### src/rtl/distribute_1x2_cmd_sched.sv
// distribute_1x2_cmd_sched
// Command scheduler and one-beat output buffer in front of distribute_1x2_simple_comb.
// A FIFO of routing commands (drop/low/high/duplicate, each with a repeat count) selects the
// destination of every accepted upstream beat. The buffered beat is retired per branch, so a
// duplicate beat can finish on one branch while it waits on the other.
//
// Handshakes: a transfer happens on a rising edge where valid & ready are both high; valid
// never depends on ready of the same interface.
//
// Optional feature: define DIST_SCHED_PERF_CNT_EN to add saturating 16-bit counters
// o_cnt_low, o_cnt_high and o_cnt_stall.
//
// o_dbg_state exposes the control state: 0 IDLE, 1 ARMED, 2 BUSY.
module distribute_1x2_cmd_sched #(
    parameter int DATA_WIDTH     = 32,
    parameter int COMMAND_WIDTH  = 2,
    parameter int CMD_FIFO_DEPTH = 4,
    parameter int RPT_WIDTH      = 8
) (
    input  logic                     clk,
    input  logic                     rst_n,
    input  logic                     i_cfg_valid,
    output logic                     o_cfg_ready,
    input  logic [COMMAND_WIDTH-1:0] i_cfg_cmd,
    input  logic [RPT_WIDTH-1:0]     i_cfg_rpt,
    input  logic                     i_valid,
    output logic                     o_ready,
    input  logic [DATA_WIDTH-1:0]    i_data_bus,
    output logic                     o_sw_en,
    output logic                     o_sw_valid,
    output logic [COMMAND_WIDTH-1:0] o_sw_cmd,
    output logic [DATA_WIDTH-1:0]    o_data_bus,
    input  logic [1:0]               i_ready,
    output logic                     o_busy,
`ifdef DIST_SCHED_PERF_CNT_EN
    output logic [15:0]              o_cnt_low,
    output logic [15:0]              o_cnt_high,
    output logic [15:0]              o_cnt_stall,
`endif
    output logic [1:0]               o_dbg_state
);

    localparam int PTR_W = $clog2(CMD_FIFO_DEPTH);
    localparam int CNT_W = PTR_W + 1;

    typedef enum logic [1:0] {
        ST_IDLE  = 2'd0,
        ST_ARMED = 2'd1,
        ST_BUSY  = 2'd2
    } state_e;

    // Command FIFO storage and pointers
    logic [COMMAND_WIDTH-1:0] fifo_cmd_q [CMD_FIFO_DEPTH];
    logic [RPT_WIDTH-1:0]     fifo_rpt_q [CMD_FIFO_DEPTH];
    logic [PTR_W-1:0]         wr_ptr_q, rd_ptr_q;
    logic [CNT_W-1:0]         count_q, count_d;

    // Active command and beat buffer
    logic                     act_valid_q, act_valid_d;
    logic [COMMAND_WIDTH-1:0] act_cmd_q, act_cmd_d;
    logic [RPT_WIDTH-1:0]     act_cnt_q, act_cnt_d;
    logic                     buf_valid_q, buf_valid_d;
    logic [COMMAND_WIDTH-1:0] buf_cmd_q, buf_cmd_d;
    logic [DATA_WIDTH-1:0]    buf_data_q, buf_data_d;
    logic [1:0]               served_q, served_d;
    state_e                   state_q, state_d;

    logic fifo_full, fifo_empty, push, pop, accept, act_last, buf_done;
    logic [1:0] sw_cmd, acc;

    // Handshake and retirement decode
    always_comb begin
        fifo_full  = (count_q == CNT_W'(CMD_FIFO_DEPTH));
        fifo_empty = (count_q == '0);
        sw_cmd     = buf_valid_q ? (buf_cmd_q & ~served_q) : 2'b00;
        acc        = sw_cmd & i_ready;
        buf_done   = buf_valid_q & ((sw_cmd & ~i_ready) == 2'b00);
        o_ready    = act_valid_q & (!buf_valid_q | buf_done);
        accept     = i_valid & o_ready;
        act_last   = accept & (act_cnt_q == '0);
        pop        = !fifo_empty & (!act_valid_q | act_last);
        push       = i_cfg_valid & !fifo_full;
        count_d    = count_q + CNT_W'(push) - CNT_W'(pop);
    end

    // Next active command and next buffer contents
    always_comb begin
        act_valid_d = act_valid_q;
        act_cmd_d   = act_cmd_q;
        act_cnt_d   = act_cnt_q;
        buf_valid_d = buf_valid_q;
        buf_cmd_d   = buf_cmd_q;
        buf_data_d  = buf_data_q;
        served_d    = served_q;
        if (pop) begin
            act_valid_d = 1'b1;
            act_cmd_d   = fifo_cmd_q[rd_ptr_q];
            act_cnt_d   = fifo_rpt_q[rd_ptr_q];
        end else if (act_last) begin
            act_valid_d = 1'b0;
        end else if (accept) begin
            act_cnt_d = act_cnt_q - RPT_WIDTH'(1);
        end
        if (accept) begin
            buf_valid_d = 1'b1;
            buf_cmd_d   = act_cmd_q;
            buf_data_d  = i_data_bus;
            served_d    = 2'b00;
        end else if (buf_done) begin
            buf_valid_d = 1'b0;
            served_d    = 2'b00;
        end else begin
            served_d = served_q | acc;
        end
        if (buf_valid_d)      state_d = ST_BUSY;
        else if (act_valid_d) state_d = ST_ARMED;
        else                  state_d = ST_IDLE;
    end

    // Control registers; everything in flight is discarded on reset
    always_ff @(posedge clk or negedge rst_n) begin
        if (!rst_n) begin
            wr_ptr_q    <= '0;
            rd_ptr_q    <= '0;
            count_q     <= '0;
            act_valid_q <= 1'b0;
            act_cmd_q   <= '0;
            act_cnt_q   <= '0;
            buf_valid_q <= 1'b0;
            buf_cmd_q   <= '0;
            buf_data_q  <= '0;
            served_q    <= 2'b00;
            state_q     <= ST_IDLE;
        end else begin
            if (push) wr_ptr_q <= wr_ptr_q + PTR_W'(1);
            if (pop)  rd_ptr_q <= rd_ptr_q + PTR_W'(1);
            count_q     <= count_d;
            act_valid_q <= act_valid_d;
            act_cmd_q   <= act_cmd_d;
            act_cnt_q   <= act_cnt_d;
            buf_valid_q <= buf_valid_d;
            buf_cmd_q   <= buf_cmd_d;
            buf_data_q  <= buf_data_d;
            served_q    <= served_d;
            state_q     <= state_d;
        end
    end

    // FIFO payload storage needs no reset; only slots behind count_q are ever read
    always_ff @(posedge clk) begin
        if (push) begin
            fifo_cmd_q[wr_ptr_q] <= i_cfg_cmd;
            fifo_rpt_q[wr_ptr_q] <= i_cfg_rpt;
        end
    end

    // Output drive
    always_comb begin
        o_cfg_ready = !fifo_full;
        o_sw_valid  = buf_valid_q & (buf_cmd_q != 2'b00);
        o_sw_en     = o_sw_valid;
        o_sw_cmd    = sw_cmd;
        o_data_bus  = buf_data_q;
        o_busy      = act_valid_q | buf_valid_q | !fifo_empty;
        o_dbg_state = state_q;
    end

`ifdef DIST_SCHED_PERF_CNT_EN
    logic [15:0] cnt_low_q, cnt_high_q, cnt_stall_q;

    // Saturating activity counters
    always_ff @(posedge clk or negedge rst_n) begin
        if (!rst_n) begin
            cnt_low_q   <= '0;
            cnt_high_q  <= '0;
            cnt_stall_q <= '0;
        end else begin
            if (acc[0] && cnt_low_q != 16'hFFFF) cnt_low_q <= cnt_low_q + 16'd1;
            if (acc[1] && cnt_high_q != 16'hFFFF) cnt_high_q <= cnt_high_q + 16'd1;
            if (buf_valid_q && !buf_done && cnt_stall_q != 16'hFFFF)
                cnt_stall_q <= cnt_stall_q + 16'd1;
        end
    end

    assign o_cnt_low   = cnt_low_q;
    assign o_cnt_high  = cnt_high_q;
    assign o_cnt_stall = cnt_stall_q;
`endif

endmodule

### config.mk
export PLATFORM = sky130hd
export DESIGN_NAME = distribute_1x2_cmd_sched
export DESIGN_NICKNAME = d
export VERILOG_FILES = /design/src/rtl/distribute_1x2_cmd_sched.sv
export SDC_FILE = /design/constraint.sdc
export NUM_CORES = 1
export LEC_CHECK = 0
export ABC_AREA = 1
export CAP_MARGIN = 20
export CORE_ASPECT_RATIO = 1.4
export CORE_UTILIZATION = 51
export DETAILED_ROUTE_END_ITERATION = 8
export GPL_ROUTABILITY_DRIVEN = 1
export HOLD_SLACK_MARGIN = 0.08
export PLACE_DENSITY = 0.76
export SLEW_MARGIN = 5
export SYNTH_ARGS = -nofsm -noshare
export SYNTH_HDL_FRONTEND = slang
export SYNTH_SLANG_ARGS = --single-unit
### constraint.sdc
create_clock -name clk -period 2.5 [get_ports clk]
set_input_delay 0.625 -clock clk [delete_from_list [all_inputs] [get_ports clk]]
set_output_delay 0.625 -clock clk [all_outputs]
set_load 0.01 [all_outputs]
==> results of run 1 <==
[cell families (layout without fill, tap and decap cells)]
logic type | Yosys count | after routing | synth area share
AND/OR/NAND/NOR | 208 | 208 | 0.218
adder cells (fa/ha/maj) | 9 | 9 | 0.0288
buffers and inverters | 42 | 148 | 0.0481
AO/OA/AOI/OAI | 41 | 41 | 0.0574
flip-flops | 96 | 96 | 0.625
XOR/XNOR | 10 | 10 | 0.0228
[power by group]
group	internal, mW	total (mW)	switching [mW]
clock network	0.381	0.942	0.561
registers	2.03	2.24	0.214
logic	0.779	1.71	0.929
total	3.19	4.89	1.70
[cells in the mapped netlist, types with 3 or more instances]
| master | count | area share |
|---|---|---|
| nand2_1 | 138 | 0.12 |
| dfrtp_1 | 56 | 0.34 |
| edfxtp_1 | 40 | 0.29 |
| nor2_1 | 36 | 0.032 |
| inv_1 | 21 | 0.019 |
| o21ai_0 | 18 | 0.022 |
| nand3_1 | 13 | 0.016 |
| ha_1 | 8 | 0.024 |
| buf_4 | 7 | 0.013 |
| o21ai_1 | 6 | 0.0072 |
| a21oi_1 | 5 | 0.0060 |
| clkbuf_1 | 5 | 0.0045 |
| nand2_2 | 5 | 0.0075 |
| o22ai_1 | 5 | 0.0075 |
| xnor2_1 | 5 | 0.011 |
| buf_2 | 4 | 0.0048 |
| inv_2 | 4 | 0.0036 |
| xor2_1 | 4 | 0.0084 |
| a32o_1 | 3 | 0.0072 |
| nand2_4 | 3 | 0.0081 |
| nand4_1 | 3 | 0.0045 |
[metrics by stage]
stage,setup WS (ps),utilization
floorplan,124,-
global placement,-278,0.665
detailed placement,-304,0.665
CTS,56.7,0.688
global route,4.24,0.690
finish,62.2,0.690
[per-layer routing]
metal,track usage,part of all wire
met3,0.0469,0.066
met4,0.0939,0.019
met5,0,0
met1,0.242,0.40
met2,0.361,0.51
[repair_timing]
action | 4_1_cts | 5_1_grt
setup endpoints to repair | 1 | 2
pin swaps | 0 | 1
resized for setup | 1 | 3
[final timing paths]
check                                 end  slack (ps)            from
min                        o_data_bus[23]         380           rst_n
max in group asynchronous      count_q[1]        1620           rst_n
min reg2reg                o_data_bus[20]         490  o_data_bus[20]
max reg2reg                    count_q[2]         220    act_cnt_q[1]
min in group clk           o_data_bus[20]         490  o_data_bus[20]
max                               o_ready          60      i_ready[1]
[critical path: cells and delay by family]
family	cells	cell delay (ps)
buf+inv	4	930
simple gates	3	250
[layout make-up]
| class | count | area, um^2 | area share |
|---|---|---|---|
| Multi-Input combinational cell | 268 | 1370 | 0.253 |
| Sequential cell | 96 | 2600 | 0.481 |
| Inverter | 25 | 93.8 | 0.0173 |
| Clock buffer | 9 | 124 | 0.0229 |
| Timing Repair Buffer | 107 | 1030 | 0.191 |
| Tap cell | 100 | 125 | 0.0231 |
| Clock inverter | 7 | 62.6 | 0.0116 |
[state kept, by name, indices dropped and copies added (netlist names)]
signal and count:
count_q 3, o_dbg_state 1, buf_valid_q 1, served_q 2, rd_ptr_q 2, fifo_cmd_q 8, act_cmd_q 2, o_data_bus 32
act_cnt_q 8, wr_ptr_q 2, fifo_rpt_q 32, buf_cmd_q 2, act_valid_q 1
==> key figures, run 1 <==
Timing
  – Max frequency: 410 MHz
  – Max Slew Vio Count: 0
  – Worst Max-Slew Pin Slew: 686 ps
  – RSZ-0062 raised after global routing: no
  – Final setup fails: 0
  – Max-Slew Margin vs Limit: 0.543
  – Clk_skew: 11.6 ps
  – Sum Neg Setup Slack: 0 ps
  – Crit path time final: 2440 ps
  – Final Hold Viols: 0
  – Final worst path period share: 0.975
  – Worst Hold Slack: 379 ps

CTS
  – Root buffer cell: clkbuf_8
  – H-Tree Depth: 3
  – Clock transition at path regs: 90 ps
  – Post-CTS setup buffers: 0
  – TritonCTS Buffers: 9
  – Clk Latency, worst-skew pair: 360 ps
  – Longest Clk Path Bufs: 2
  – Clock sink total: 96
  – Hold buffer count at CTS: 0
  – TritonCTS clock tree: yes

Floorplanning
  – Row count: 38
  – Starting Density: 0.531
  – Core Footprint: 7850 um^2
  – Die W: 78.4 um
  – IO Count: 89
  – Die height: 109 um
  – Die area: 8540 um^2

Synth
  – Synth Area per Inst: 10.3 um^2
  – Leading register cell type out of synthesis: dfrtp_1
  – Synth Instances: 406
  – Netlist cell types: 35
  – Synth Warn #: 0
  – Post-synthesis sequential area ratio: 0.625
  – Ys async rst share: 0.583
  – Post-synth EDFFs: 40
  – Post-Syn Nets: 463
  – Synth Cell Area: 4160 um^2
  – #FFs+latches synth: 96

Pwr
  – Pwr Density: 904 nW/um^2
  – Pwr Total: 4.89 mW
  – Leak: 2.37 nW
  – Max IR drop VDD: 539 uV

Setup path
  – Setup CP Type: in2out
  – WP data arrival: 1810 ps
  – Worst path max stage delay: 470 ps
  – CP max FO: 3
  – Worst setup EP type: output port
  – Critical path, cell by cell: clkdlybuf4s50_1, inv_2, nand2_2, nand2_4, nor2_8, buf_4, dlygate4sd2_1
  – Crit start category: input port
  – Crit path required time: 1880 ps
  – R2r worst-path depth: 12
  – Max stage delay cell, worst path: clkdlybuf4s50_1

Flow run
  – Max_cap viols: 0

Cells and area
  – Ant. Diodes: 0
  – Nets: 564
  – Most frequent cells in the layout: 138 x nand2_1, 85 x clkdlybuf4s50_1, 55 x dfrtp_1
  – Layout cells sized above 1: 0.119
  – Final instance area: 5410 um^2
  – Syn-to-layout area delta: 29.9%
  – Commonest non-fill, non-tap cell in the layout: nand2_1
  – Non-filler instance count after layout: 612
  – Fill cells: 602

Route
  – Routed Antenna Nets: 0
  – Via density per instance: 5.08
  – Drt pass-1 iters: 5
  – Initial DRC count: 187
  – DR WL/cell: 13.4 um
  – Post-Route WL: 8220 um
  – Routed via count: 3110
  – # DRC: 0

Global route
  – Remaining global-route overflow: 0
  – GRT Total Usage: 0.207
  – Global-route wire length before repair: 13400 um
  – Initial antenna violation count: 0
  – Vias in the first global route: 2984
  – Largest net degree at the start of global routing: 57

Place
  – # port buffers: 88
  – Dpl cell area: 5210 um^2
  – Placed cell count: 596
  – Dpl hpwl: 5830 um
  – Routability Congestion: 0.819

Min path
  – Worst hold path class: in2async

Outcome
  – Status: complete, no violations
(Power assumes the default switching activity.)
==> run 2, diff against run 1 <==
- PLACE_DENSITY: 0.76 -> 0.91
==> run 2 against run 1 <==
Net effect:
- routed wire length grew 2.5%
- register-to-register slack gained 70 ps
- die area is the same
- first-iteration DRC count shrank 31%
- critical endpoint unchanged
- core utilization is essentially flat
- critical path depth is the same
- clock power grew 4.4%
- clock skew shrank 0.71 ps
- sequential power is essentially flat
- combinational power is essentially flat
- clock-buffer cell count is the same
- sequential share of layout area is essentially flat
==> key figures, run 2 (same netlist as run 1, synthesis figures left out) <==
Floorplanning
  – Core Footprint: 7850 um^2 (unchanged)
  – Starting Density: 0.531 (unchanged)
  – Die height: 109 um (unchanged)
  – Row count: 38 (unchanged)
  – Die W: 78.4 um (unchanged)
  – Die area: 8540 um^2 (unchanged)
  – IO Count: 89 (unchanged)

Global route
  – Largest net degree at the start of global routing: 27 (-53%)
  – Remaining global-route overflow: 0 (unchanged)
  – Initial antenna violation count: 0 (unchanged)
  – GRT Total Usage: 0.219 (+0.0120)
  – Global-route wire length before repair: 14000 um (+3.8%)
  – Vias in the first global route: 3146 (+5.4%)

Cells and area
  – Nets: 563 (-0.18%)
  – Most frequent cells in the layout: 138 x nand2_1, 85 x clkdlybuf4s50_1, 55 x dfrtp_1
  – Layout cells sized above 1: 0.117 (-0.00172)
  – Ant. Diodes: 0 (unchanged)
  – Syn-to-layout area delta: 29.8% (about the same)
  – Commonest non-fill, non-tap cell in the layout: nand2_1
  – Sequential cell area: 2600 um^2 (unchanged)
  – Multi-input combinational cell area: 1360 um^2 (-0.55%)
  – Final Core Density: 0.689 (about the same)
  – Final instance area: 5410 um^2 (about the same)
  – Fill cells: 547 (-9.1%)

CTS
  – Longest Clk Path Bufs: 2 (unchanged)
  – Clock transition at path regs: 100 ps (about the same)
  – Clk Latency, worst-skew pair: 380 ps (+20 ps)
  – Hold buffer count at CTS: 0 (unchanged)
  – Root buffer cell: clkbuf_8
  – H-Tree Depth: 3 (unchanged)
  – TritonCTS Buffers: 9 (unchanged)
  – Clock sink total: 96 (unchanged)
  – TritonCTS clock tree: yes
  – Post-CTS setup buffers: 0 (unchanged)

Setup path
  – WP data arrival: 1780 ps (-30 ps)
  – Setup CP Type: in2out
  – Critical path, cell by cell: clkdlybuf4s50_1, inv_2, nand2_2, nand2_4, nor2_8, buf_4, clkdlybuf4s15_1
  – Reg-to-reg slack, setup: 290 ps (+70 ps)
  – Worst setup EP type: output port
  – Max stage delay cell, worst path: clkdlybuf4s50_1
  – Crit path required time: 1880 ps (about the same)
  – Worst path max stage delay: 480 ps (about the same)
  – CP max FO: 3 (unchanged)
  – Worst Setup SP: i_ready[1]
  – Worst R2R Start: act_cnt_q[1]
  – Crit start category: input port

Route
  – DR WL/cell: 13.8 um (+2.7%)
  – Routed via count: 3090 (-0.64%)
  – Drt pass-1 iters: 6 (+1)
  – # DRC: 0 (unchanged)
  – Initial DRC count: 129 (-31%)
  – Post-Route WL: 8430 um (+2.5%)
  – Via density per instance: 5.06 (-0.48%)
  – Routed Antenna Nets: 0 (unchanged)

Min path
  – Worst hold path class: in2async

Place
  – Dpl cell area: 5210 um^2 (-0.14%)
  – Dpl hpwl: 6160 um (+5.6%)
  – Routability Congestion: 0.869 (+6.1%)
  – # port buffers: 88 (unchanged)

Timing
  – Max-Slew Margin vs Limit: 0.548 (+0.00458)
  – Max frequency: 415 MHz (+1.3%)
  – Max Slew Vio Count: 0 (unchanged)
  – RSZ-0062 raised after global routing: no
  – Final Hold Viols: 0 (unchanged)
  – Worst Max-Slew Pin Slew: 678 ps (-7.62 ps)
  – Final setup fails: 0 (unchanged)
  – Clk_skew: 10.9 ps (-0.712 ps)
  – Sum Neg Setup Slack: 0 ps (unchanged)
  – Worst Hold Slack: 237 ps (-143 ps)
  – Final worst path period share: 0.963 (-0.0123)
  – Crit path time final: 2410 ps (-30.7 ps)

Pwr
  – Max IR drop VDD: 595 uV (+10%)
  – Clock power frac: 0.199 (+0.006)
  – Pwr Total: 4.94 mW (+0.89%)
  – Sw frac: 0.354 (+0.00583)
  – Seq pwr share: 0.457 (about the same)
  – Leak: 2.37 nW (about the same)
  – Internal power: 3.19 mW (about the same)
  – Pwr Density: 913 nW/um^2 (+0.96%)
  – Logic pwr share: 0.344 (-0.005)
  – Switching pwr: 1.75 mW (+2.6%)

Outcome
  – Status: complete, no violations

Flow run
  – Max_cap viols: 0 (unchanged)
## run 2: final cells by class
cell class                 count  area share
clock buffer                   9      0.0229
clock inverter                 7      0.0134
inverter                      25      0.0174
multi-input combinational    268       0.252
sequential                    96       0.482
tap                          100      0.0231
timing repair buffer         106       0.190
## run 2: power by group through the flow
stage	Sequential [mW]	Combinational, mW	Clock [mW]
after global placement	2.26	1.62	0
final	2.26	1.70	0.983
after global routing	2.29	1.89	1.08
after detailed placement	2.28	1.71	0
after CTS	2.25	1.72	1.01
after floorplan	2.29	0.982	0
## run 2: repair_timing
| action | CTS | global route |
|---|---|---|
| gates resized for setup | 1 | 3 |
| gates cloned | 0 | 0 |
| endpoints found under the setup margin | 1 | 2 |
## run 2: final timing paths
kind,endpoint,cells after the start
setup reg to reg,count_q[1],12
hold reg to reg,o_data_bus[1],2
min in group clk,o_data_bus[1],2
hold / removal,o_data_bus[29],1
setup / recovery,o_ready,7
max in group asynchronous,count_q[1],2
## run 2: per-layer routing
layer	vias up	part of all wire	GRT usage
li1	1511	-	-
met1	1464	0.39	0.243
met2	102	0.54	0.386
met3	13	0.059	0.0669
met4	0	0.018	0.0952
met5	-	0	0
## run 2: per-stage QoR
stage | setup WS [ps] | std cells
floorplan | 124 | 406
global placement | -201 | 595
detailed placement | -262 | 595
CTS | 51.4 | 611
global route | 17.2 | 611
finish | 92.9 | 611
## run 2: critical path: cells and delay by family
family / cells / cell delay [ps]
simple gates: 3 / 260
buf+inv: 4 / 900
==> run 3, diff against run 2 <==
- RECOVER_POWER: default -> 100
- clock period: 2.5 -> 3 ns (I/O delays scaled with it)
==> run 3 against run 2 <==
Net effect:
- routed wire length down 2.0%
- first-iteration DRC count is 55% higher
- core utilization decreased by 1.9 points
- clock-buffer cell count up 1
- largest cell class unchanged
- global-route usage is 0.50 points lower
- setup slack better by 27 ps
- die area stayed put
- via count decreased by 0.39%
==> key figures, run 3 (same netlist as run 1, synthesis figures left out) <==
Outcome
  – Status: complete, no violations

Route
  – Drt pass-1 iters: 4 (-2)
  – DR WL/cell: 13.7 um (-0.51%)
  – # DRC: 0 (unchanged)
  – Routed Antenna Nets: 0 (unchanged)
  – Post-Route WL: 8270 um (-2.0%)
  – Via density per instance: 5.11 (+1.1%)
  – Initial DRC count: 200 (+55%)
  – Routed via count: 3078 (-0.39%)

CTS
  – Hold buffer count at CTS: 0 (unchanged)
  – Longest Clk Path Bufs: 2 (unchanged)
  – Post-CTS setup buffers: 0 (unchanged)
  – H-Tree Depth: 3 (unchanged)
  – Post-CTS Resized: 0 (-1)
  – TritonCTS clock tree: yes
  – Clk Latency, worst-skew pair: 360 ps (-20 ps)
  – Root buffer cell: clkbuf_8
  – Clock sink total: 96 (unchanged)
  – TritonCTS Buffers: 9 (unchanged)
  – Clock transition at path regs: 90 ps (about the same)

Global route
  – Global-route wire length before repair: 13700 um (-2.0%)
  – Met3 usage: 0.0619 (-0.00502)
  – Global route hottest layer: met2
  – Vias in the first global route: 3073 (-2.3%)
  – Remaining global-route overflow: 0 (unchanged)
  – GRT Total Usage: 0.214 (-0.00502)
  – Met2 Use GR: 0.382 (-0.00376)
  – Grt met1 use: 0.236 (-0.00698)
  – Initial antenna violation count: 0 (unchanged)
  – Largest net degree at the start of global routing: 57 (+110%)

Setup path
  – Crit start category: input port
  – Worst R2R Start: act_cnt_q[0]
  – Setup CP Type: in2out
  – Worst path max stage delay: 550 ps (+70 ps)
  – CP max FO: 4 (+1)
  – Critical Path Most Common Cell: clkdlybuf4s50_1
  – Crit path required time: 2250 ps (+370 ps)
  – Top delay family on crit path: buffers and inverters
  – Buf/Inv on CP: 3 (-1)
  – Critical path, cell by cell: clkdlybuf4s50_1, inv_1, nand2_1, nand2_4, nor2_8, clkdlybuf4s50_1
  – Worst Setup SP: i_ready[0]
  – Max stage delay cell, worst path: clkdlybuf4s50_1
  – WP data arrival: 2130 ps (+350 ps)
  – Worst setup EP type: output port

Flow run
  – Max_cap viols: 0 (unchanged)

Floorplanning
  – Starting Density: 0.531 (unchanged)
  – Die height: 109 um (unchanged)
  – IO Count: 89 (unchanged)
  – Row count: 38 (unchanged)
  – Core Footprint: 7850 um^2 (unchanged)
  – Die area: 8540 um^2 (unchanged)
  – Die W: 78.4 um (unchanged)

Pwr
  – Pwr Density: 760 nW/um^2 (-17%)
  – Pwr Total: 4.00 mW (-19%)
  – Max IR drop VDD: 417 uV (-30%)
  – Leak: 2.34 nW (-1.4%)

Timing
  – Worst Max-Slew Pin Slew: 1320 ps (+646 ps)
  – Max frequency: 347 MHz
  – Crit path time final: 2880 ps
  – Final Hold Viols: 0 (unchanged)
  – RSZ-0062 raised after global routing: no
  – Sum Neg Setup Slack: 0 ps (unchanged)
  – Final setup fails: 0 (unchanged)
  – Final worst path period share: 0.960
  – Max Slew Vio Count: 0 (unchanged)
  – Clk_skew: 7.15 ps (-3.72 ps)
  – Max-Slew Margin vs Limit: 0.118 (-0.430)

Place
  – Dpl hpwl: 5820 um (-5.6%)
  – Placed cell count: 586 (-1.5%)
  – # port buffers: 88 (unchanged)
  – Routability Congestion: 0.823 (-5.2%)

Cells and area
  – Fill cells: 573 (+4.8%)
  – Ant. Diodes: 0 (unchanged)
  – Commonest non-fill, non-tap cell in the layout: nand2_1
  – Syn-to-layout area delta: 26.3%
  – Most frequent cells in the layout: 142 x nand2_1, 56 x dfrtp_1, 51 x dlygate4sd3_1
  – Nets: 554 (-1.6%)
  – Layout cells sized above 1: 0.0697 (-0.0477)
  – Non-filler instance count after layout: 602 (-1.5%)
  – Final Core Density: 0.670 (-0.0190)

Min path
  – Beginning of the worst hold path: o_data_bus[21]
  – Worst hold path class: reg2reg
==> run 3: cell types whose count changed in the layout (fill, tap and decap cells not counted), sizes merged, moves of 3 or more <==
cell	before	now
buf	19	3
clkbuf	9	17
clkdlybuf4s50	85	36
dlygate4sd3	0	51
inv	29	26
==> run 3: power by group <==
group          switching (mW)  leakage (nW)  internal, mW  total [mW]
registers               0.183          1.05          1.69        1.87
logic                   0.752          1.20         0.548        1.30
clock network           0.433        0.0945         0.388       0.821
==> run 3: per-layer routing <==
layer  wire [um]  part of all wire
met5           0                 0
met4         141             0.017
met3         443             0.054
met2        4370              0.53
met1        3310              0.40
==> run 3: path summary, 6_finish.rpt <==
path | to | slack [ps] | cells past startpoint
worst max-delay path | o_ready | 120 | 6
worst min-delay path | o_data_bus[21] | 480 | 2
worst max register to register | count_q[2] | 610 | 12
worst min register to register | o_data_bus[21] | 480 | 2
max in group asynchronous | rd_ptr_q[0] | 1450 | 2
min in group asynchronous | o_data_bus[29] | 760 | 2
==> run 3: per-stage QoR <==
stage          hold slack, ps  setup WS [ps]  instance area [um^2]
2_1_floorplan             454            499                  4160
3_3_place_gp              461            106                  5130
3_5_place_dp              465           42.4                  5130
4_1_cts                   488            117                  5320
5_1_grt                   501           71.2                  5260
6_report                  478            120                  5260
==> run 3: worst min-delay path: cells and delay by family (launching register included) <==
kind / cells / cell delay (ps)
flops: 1 / 340
simple gates: 2 / 110
==> run 3: cell type report <==
cell class | instances | area [um^2] | area share
flip-flops and latches | 96 | 2600 | 0.495
multi-input cells | 268 | 1320 | 0.251
repair buffers | 97 | 920 | 0.175
clock buffers | 10 | 128 | 0.0243
well taps | 100 | 125 | 0.0238
inverters | 25 | 93.8 | 0.0178
clock inverters | 6 | 67.6 | 0.0129
